### src/rtl/seg_scan_display.sv
// Latches a binary value, converts it to BCD with a serial double-dabble engine
// and time-multiplexes it onto DIGITS seven-segment digits (macro: LEADING_ZERO_BLANK_EN).
module seg_scan_display #(
  parameter int DIGITS   = 4,
  parameter int BIN_W    = 14,
  parameter int SCAN_DIV = 100000
) (
  input  logic              clk,
  input  logic              rst_n,
  input  logic              load_i,
  input  logic [BIN_W-1:0]  number_i,
  output logic              busy_o,
  output logic              done_o,
  output logic              ovf_o,
  output logic [DIGITS-1:0] dig_sel_o,
  output logic [6:0]        seg_o
);
  localparam int BCD_W = 4*DIGITS + 4;
  localparam int DSP_W = 4*DIGITS;
  localparam int CNT_W = $clog2(BIN_W + 1);
  localparam int PS_W  = $clog2(SCAN_DIV);
  localparam int IDX_W = (DIGITS > 1) ? $clog2(DIGITS) : 1;
  localparam logic [6:0] SEG_DASH = 7'b0000001;

  typedef enum logic [1:0] {IDLE = 2'd0, SHIFT = 2'd1, COMMIT = 2'd2} state_t;

  function automatic logic [6:0] seg_decode(input logic [3:0] nib);
    logic [6:0] seg;
    case (nib)
      4'd0:    seg = 7'b1111110;
      4'd1:    seg = 7'b0110000;
      4'd2:    seg = 7'b1101101;
      4'd3:    seg = 7'b1111001;
      4'd4:    seg = 7'b0110011;
      4'd5:    seg = 7'b1011011;
      4'd6:    seg = 7'b1011111;
      4'd7:    seg = 7'b1110000;
      4'd8:    seg = 7'b1111111;
      4'd9:    seg = 7'b1111011;
      default: seg = 7'b0000000;
    endcase
    return seg;
  endfunction

  function automatic logic [BCD_W-1:0] dabble_adjust(input logic [BCD_W-1:0] bcd);
    logic [BCD_W-1:0] res;
    res = bcd;
    for (int k = 0; k < DIGITS + 1; k++) begin
      if (bcd[4*k +: 4] >= 4'd5) begin
        res[4*k +: 4] = bcd[4*k +: 4] + 4'd3;
      end else begin
        res[4*k +: 4] = bcd[4*k +: 4];
      end
    end
    return res;
  endfunction

  state_t              state_q, state_d;
  logic [BIN_W-1:0]    bin_q, bin_d;
  logic [BCD_W-1:0]    bcd_q, bcd_d, adj_s;
  logic                trunc_q, trunc_d;
  logic [CNT_W-1:0]    cnt_q, cnt_d;
  logic [DSP_W-1:0]    disp_q, disp_d;
  logic                busy_q, busy_d, done_q, done_d, ovf_q, ovf_d;
  logic [PS_W-1:0]     ps_q, ps_d;
  logic [IDX_W-1:0]    idx_q, idx_d;
  logic [DIGITS-1:0]   dig_q, dig_d, blank_s;
  logic [6:0]          seg_q, seg_d;
  logic [3:0]          nib_s;

  // Conversion FSM: capture, BIN_W dabble iterations, then commit to the display.
  // trunc catches bits shifted out of the top nibble so huge inputs still flag overflow.
  always_comb begin
    state_d = state_q;
    bin_d   = bin_q;
    bcd_d   = bcd_q;
    trunc_d = trunc_q;
    cnt_d   = cnt_q;
    disp_d  = disp_q;
    ovf_d   = ovf_q;
    busy_d  = busy_q;
    done_d  = 1'b0;
    adj_s   = dabble_adjust(bcd_q);
    case (state_q)
      IDLE: begin
        if (load_i) begin
          bin_d   = number_i;
          bcd_d   = {BCD_W{1'b0}};
          trunc_d = 1'b0;
          cnt_d   = CNT_W'(BIN_W);
          busy_d  = 1'b1;
          state_d = SHIFT;
        end else begin
          state_d = IDLE;
        end
      end
      SHIFT: begin
        bcd_d   = {adj_s[BCD_W-2:0], bin_q[BIN_W-1]};
        bin_d   = {bin_q[BIN_W-2:0], 1'b0};
        trunc_d = trunc_q | adj_s[BCD_W-1];
        cnt_d   = cnt_q - CNT_W'(1);
        if (cnt_q == CNT_W'(1)) begin
          state_d = COMMIT;
        end else begin
          state_d = SHIFT;
        end
      end
      COMMIT: begin
        disp_d  = bcd_q[DSP_W-1:0];
        ovf_d   = trunc_q | (|bcd_q[BCD_W-1:DSP_W]);
        done_d  = 1'b1;
        busy_d  = 1'b0;
        state_d = IDLE;
      end
      default: begin
        state_d = IDLE;
      end
    endcase
  end

  // Scan prescaler and digit mux; a commit is picked up at the next digit update.
  always_comb begin
    nib_s = disp_q[{idx_q, 2'b00} +: 4];
`ifdef LEADING_ZERO_BLANK_EN
    begin : lead_blank
      logic lead_s;
      lead_s  = 1'b1;
      blank_s = {DIGITS{1'b0}};
      for (int i = DIGITS - 1; i >= 0; i--) begin
        lead_s     = lead_s & (disp_q[4*i +: 4] == 4'd0);
        blank_s[i] = lead_s & (i != 0);
      end
    end
`else
    blank_s = {DIGITS{1'b0}};
`endif
    ps_d  = ps_q;
    idx_d = idx_q;
    dig_d = dig_q;
    seg_d = seg_q;
    if (ps_q == PS_W'(SCAN_DIV - 1)) begin
      ps_d = {PS_W{1'b0}};
      if (idx_q == IDX_W'(DIGITS - 1)) begin
        idx_d = {IDX_W{1'b0}};
      end else begin
        idx_d = idx_q + IDX_W'(1);
      end
      dig_d = DIGITS'(1'b1) << idx_q;
      if (ovf_q) begin
        seg_d = SEG_DASH;
      end else if (blank_s[idx_q]) begin
        seg_d = 7'b0000000;
      end else begin
        seg_d = seg_decode(nib_s);
      end
    end else begin
      ps_d = ps_q + PS_W'(1);
    end
  end

  // State and output registers.
  always_ff @(posedge clk or negedge rst_n) begin
    if (!rst_n) begin
      state_q <= IDLE;
      bin_q   <= {BIN_W{1'b0}};
      bcd_q   <= {BCD_W{1'b0}};
      trunc_q <= 1'b0;
      cnt_q   <= {CNT_W{1'b0}};
      disp_q  <= {DSP_W{1'b0}};
      ovf_q   <= 1'b0;
      busy_q  <= 1'b0;
      done_q  <= 1'b0;
      ps_q    <= {PS_W{1'b0}};
      idx_q   <= {IDX_W{1'b0}};
      dig_q   <= {DIGITS{1'b0}};
      seg_q   <= 7'b0000000;
    end else begin
      state_q <= state_d;
      bin_q   <= bin_d;
      bcd_q   <= bcd_d;
      trunc_q <= trunc_d;
      cnt_q   <= cnt_d;
      disp_q  <= disp_d;
      ovf_q   <= ovf_d;
      busy_q  <= busy_d;
      done_q  <= done_d;
      ps_q    <= ps_d;
      idx_q   <= idx_d;
      dig_q   <= dig_d;
      seg_q   <= seg_d;
    end
  end

  assign busy_o    = busy_q;
  assign done_o    = done_q;
  assign ovf_o     = ovf_q;
  assign dig_sel_o = dig_q;
  assign seg_o     = seg_q;
endmodule

### config.mk
export PLATFORM = sky130hd
export DESIGN_NAME = seg_scan_display
export DESIGN_NICKNAME = d
export VERILOG_FILES = /design/src/rtl/seg_scan_display.sv
export SDC_FILE = /design/constraint.sdc
export NUM_CORES = 1
export LEC_CHECK = 0
export CAP_MARGIN = 10
export CORE_UTILIZATION = 40
export DETAILED_ROUTE_END_ITERATION = 16
export GPL_TIMING_DRIVEN = 0
export PLACE_DENSITY = 0.65
export SLEW_MARGIN = 30
export SYNTH_ARGS = -nofsm -noshare
export SYNTH_HDL_FRONTEND = slang
export SYNTH_SLANG_ARGS = --single-unit
### constraint.sdc
create_clock -name clk -period 2.72 [get_ports clk]
set_input_delay 0.408 -clock clk [delete_from_list [all_inputs] [get_ports clk]]
set_output_delay 0.408 -clock clk [all_outputs]
set_load 0.02 [all_outputs]
==> impl_summary.md <==
Finish
The number of antenna diodes in the final layout is 0. The number of inserted filler cells in the final layout is 957. The share of final-layout standard cells stronger than drive strength 1 is 0.105. The finished layout holds 591 standard cells, fillers aside. From synthesis to final layout, the design area changed by 16.5%.

The most common cell after layout, fill and taps aside is sky130_fd_sc_hd__dfrtp_1. The final layout contains 491 nets. The top cell types in the final layout, fill and taps aside, are sky130_fd_sc_hd__dfrtp_1, sky130_fd_sc_hd__nand2_1, sky130_fd_sc_hd__o21ai_0.

Route
The first routing iteration left 166 violations. Summing over every cut layer, the via total after detailed routing is 3120. The overall routed net length is 8670 um. After detailed routing, the number of remaining DRC violations is 0. The routed wire length per instance is 14.7 um. The first-pass iteration count of the detailed router is 5. In the routed layout, each cell is associated on average with a via count of 5.28. The post-route antenna net violation count is 0.

Placed design
Summed over all nets, the half-perimeter wirelength after detailed placement is 6230 um. OpenSTA, run right after detailed placement, puts the worst setup slack at 0.401 ns. Port buffering added 30 buffers. The routability congestion estimate from global placement is 0.776. In this run, placement finished with an instance count of 574.

Synthesis
The count of yosys warnings during synthesis is 0. The share of the Yosys chip area taken by registers is 0.510. The dominant combinational cell family by area after synthesis is compound AO/OA/AOI/OAI gates. Counting every net in the synthesized netlist gives 448.

The simple-gate portion of the synthesized area is 0.128. Of the total synthesized cell area, the portion taken by full adders, half adders and majority gates is 0.0681. Synthesis produced a netlist whose cell count is 407. After synthesis, the share of cell area in mux cells is 0.0817. Counting flops with an async set or reset pin after synthesis yields a share of 1.00. The xor and xnor area share after synthesis is 0.0457. The number of flops mapped to enable cells by yosys is 0. The synthesized area is 0.00441 mm^2.

The synthesized area divided by synthesized cell count is 10.8 um^2. The compound-cell area share of the yosys netlist is 0.128. After synthesis the netlist holds a flip-flop and latch count of 90.

The flip-flop cell with the highest count after synthesis is sky130_fd_sc_hd__dfrtp_1. The post-synthesis cell type count is 44.

CTS
The later pin in the worst-skew pair is clocked with a latency of 0.35 ns. Clock tree synthesis found a total of 90 sinks. After clock tree synthesis, the clock-pin slew on the worst setup and hold paths is 0.09 ns. Post-CTS repair changed the size of 0 cells.

TritonCTS built the clock tree. The number of levels the H-tree was split into is 3. The buffer type at the clock tree root is sky130_fd_sc_hd__clkbuf_8. The clock passes through at most 2 buffers. The number of buffers inserted during clock tree synthesis is 9.

Global routing
The total global routing track utilization is 0.168. After global routing the overflow that remains totals 0. The wire length of the first global-routing pass is 15300 um. The initial antenna violation count is 0. Entering global routing, the biggest net connects 54 pins.

The number of global-route vias before repair is 3235.

Floorplan
After floorplanning, the core was divided into 37 placement rows. The total die area is 0.0115 mm^2. The die is 107 um wide. The placeable core area is 0.0105 mm^2. The initial core utilization is 0.420. The vertical die dimension is 107 um. The number of placed I/O pins is 31.

Critical path
The standard cell with the maximum stage delay on the critical path is sky130_fd_sc_hd__dfrtp_1. The longest individual stage delay on the worst path is 0.39 ns. STA puts the critical path data arrival time at 2.35 ns. The worst setup path is launched from a flip-flop. Of all nets on the critical path, the largest fanout is 10. The required time of the critical path is 2.97 ns. The type of the setup path with the least slack is flip-flop to flip-flop. Traced cell by cell, the critical path runs through ha_1, and4_1, nand2_2, and4b_1, buf_2, buf_4, mux2_2.

The worst setup path is captured at a flip-flop.

Power and ir drop
The switching power is 1.61 mW. Dividing total power by cell area gives a power density of 883 mW/mm^2. The clock network power share is 0.223. The peak supply drop is 443 uV.

Of the total power, registers draw 0.437. Of the total power, the share spent switching nets is 0.354. The total leakage power is 2.29 nW.

Cell internal power was estimated by the tool at 2.93 mW. The share of total power dissipated in combinational logic is 0.340.

Timing
The post-route worst hold slack is 0.478 ns. Derived from the worst setup path, the maximum achievable clock frequency is 475 MHz. Setup violations remaining at the end of the flow were counted as 0. Of the available clock period, the critical path in the final layout requires 0.773. The total count of hold-check failures in the final report was 0. The worst path setup slack after routing is 0.617 ns. At the pin with the least slew margin, the transition time is 0.595 ns.

The max-slew violation count is 0. The accumulated negative setup slack is 0 ns. The clock arrives with 0.0124 ns of skew. The worst relative slew slack is 0.602.

The final critical path time including I/O delays and setup is 2.10 ns. Setup repair after global routing left no endpoint under its margin.

Job
Across the run, the number of max-cap violations was 0.

Min path
The worst min-delay path category is flip-flop to flip-flop.

Outcome
The run finished with clean final reports.
-- layout make-up --
class,count,area (um^2),area share
well taps,136,170,0.0331
inverters,23,86.3,0.0168
plain buffers,18,80.1,0.0156
repair buffers,32,332,0.0645
flip-flops and latches,90,2250,0.438
clock inverters,6,88.8,0.0173
multi-input cells,276,1990,0.388
clock buffers,10,138,0.0268
-- Yosys cell counts (2+ instances only) --
cell type	n	share of area
sky130_fd_sc_hd__a22oi_1	14	0.024
sky130_fd_sc_hd__a211oi_1	3	0.0051
sky130_fd_sc_hd__nand3_1	21	0.024
sky130_fd_sc_hd__ha_1	24	0.068
sky130_fd_sc_hd__nor3_1	2	0.0023
sky130_fd_sc_hd__nand2b_1	7	0.0099
sky130_fd_sc_hd__nor3b_1	3	0.0051
sky130_fd_sc_hd__nand4_1	4	0.0057
sky130_fd_sc_hd__a21oi_1	10	0.011
sky130_fd_sc_hd__nor2_1	12	0.010
sky130_fd_sc_hd__o31ai_1	16	0.027
sky130_fd_sc_hd__o21ai_0	33	0.037
sky130_fd_sc_hd__a32o_1	5	0.011
sky130_fd_sc_hd__inv_1	23	0.020
sky130_fd_sc_hd__xor2_1	14	0.028
sky130_fd_sc_hd__nand2_1	47	0.040
sky130_fd_sc_hd__nor4b_1	2	0.0040
sky130_fd_sc_hd__mux2_2	21	0.054
sky130_fd_sc_hd__mux4_2	3	0.015
sky130_fd_sc_hd__mux2i_1	3	0.0068
sky130_fd_sc_hd__a31oi_1	2	0.0028
sky130_fd_sc_hd__nor2b_1	2	0.0028
sky130_fd_sc_hd__xnor2_1	9	0.018
sky130_fd_sc_hd__dfrtp_1	90	0.51
sky130_fd_sc_hd__clkbuf_1	15	0.013
sky130_fd_sc_hd__and4b_1	2	0.0045
sky130_fd_sc_hd__and4_1	3	0.0060
-- registers in the layout, summed over array words and instances (netlist names), 2 cells and up --
| name | count |
|---|---|
| dig_sel_o | 4 |
| seg_o | 7 |
| cnt_q | 4 |
| bin_q | 14 |
| ps_q | 17 |
| disp_q | 16 |
| bcd_q | 20 |
| state_q | 2 |
| idx_q | 2 |
-- per-layer routing --
metal / wire length, um / GRT usage / share of wire
met1: 4080 / 0.207 / 0.47
met2: 4240 / 0.293 / 0.49
met3: 255 / 0.0353 / 0.029
met4: 92 / 0.0499 / 0.011
met5: 0 / 0 / 0
-- path summary, 6_finish.rpt --
check	start	endpoint	slack [ns]	cells past startpoint
min in group asynchronous	rst_n	ps_q[14]$_DFF_PN0_	0.56	2
max	ps_q[0]$_DFF_PN0_	idx_q[1]$_DFFE_PN0N_	0.62	7
min	disp_q[0]$_DFFE_PN0P_	disp_q[0]$_DFFE_PN0P_	0.48	2
min reg2reg	disp_q[0]$_DFFE_PN0P_	disp_q[0]$_DFFE_PN0P_	0.48	2
max in group asynchronous	rst_n	bcd_q[17]$_DFFE_PN0P_	1.58	3
max reg2reg	ps_q[0]$_DFF_PN0_	idx_q[1]$_DFFE_PN0N_	0.62	7
-- through the flow --
stage,power [mW],util,area (um^2)
after floorplan,3.10,-,4410
after global placement,3.49,0.465,4880
after detailed placement,3.56,0.467,4900
after CTS,4.59,0.489,5140
after global routing,4.90,0.489,5140
final,4.54,0.489,5140
-- cells by family after synthesis --
kind of cell | Yosys count
AND/OR/NAND/NOR | 113
multiplexers | 28
AO/OA/AOI/OAI | 88
flip-flops | 90
XOR/XNOR | 23
buffers and inverters | 41
adder cells (fa/ha/maj) | 24
-- power by group through the flow --
stage | clock network (mW) | registers (mW) | logic (mW)
CTS | 1.05 | 1.98 | 1.56
global placement | 0 | 1.99 | 1.50
floorplan | 0 | 1.93 | 1.17
global route | 1.11 | 2.03 | 1.76
detailed placement | 0 | 2.01 | 1.55
finish | 1.01 | 1.98 | 1.54
-- worst max-delay path, delay by kind of cell (launching register included) --
| kind | cells | cell delay [ns] |
|---|---|---|
| and+or+nand+nor | 3 | 0.72 |
| muxes | 1 | 0.34 |
| buffers and inverters | 2 | 0.35 |
| adders and majority gates | 1 | 0.21 |
| DFF | 1 | 0.39 |
-- what timing repair did --
action	CTS	global route
hold buffers	1	0
hold endpoints to repair	12	0
setup buffers	0	0
(Power assumes the default switching activity.)
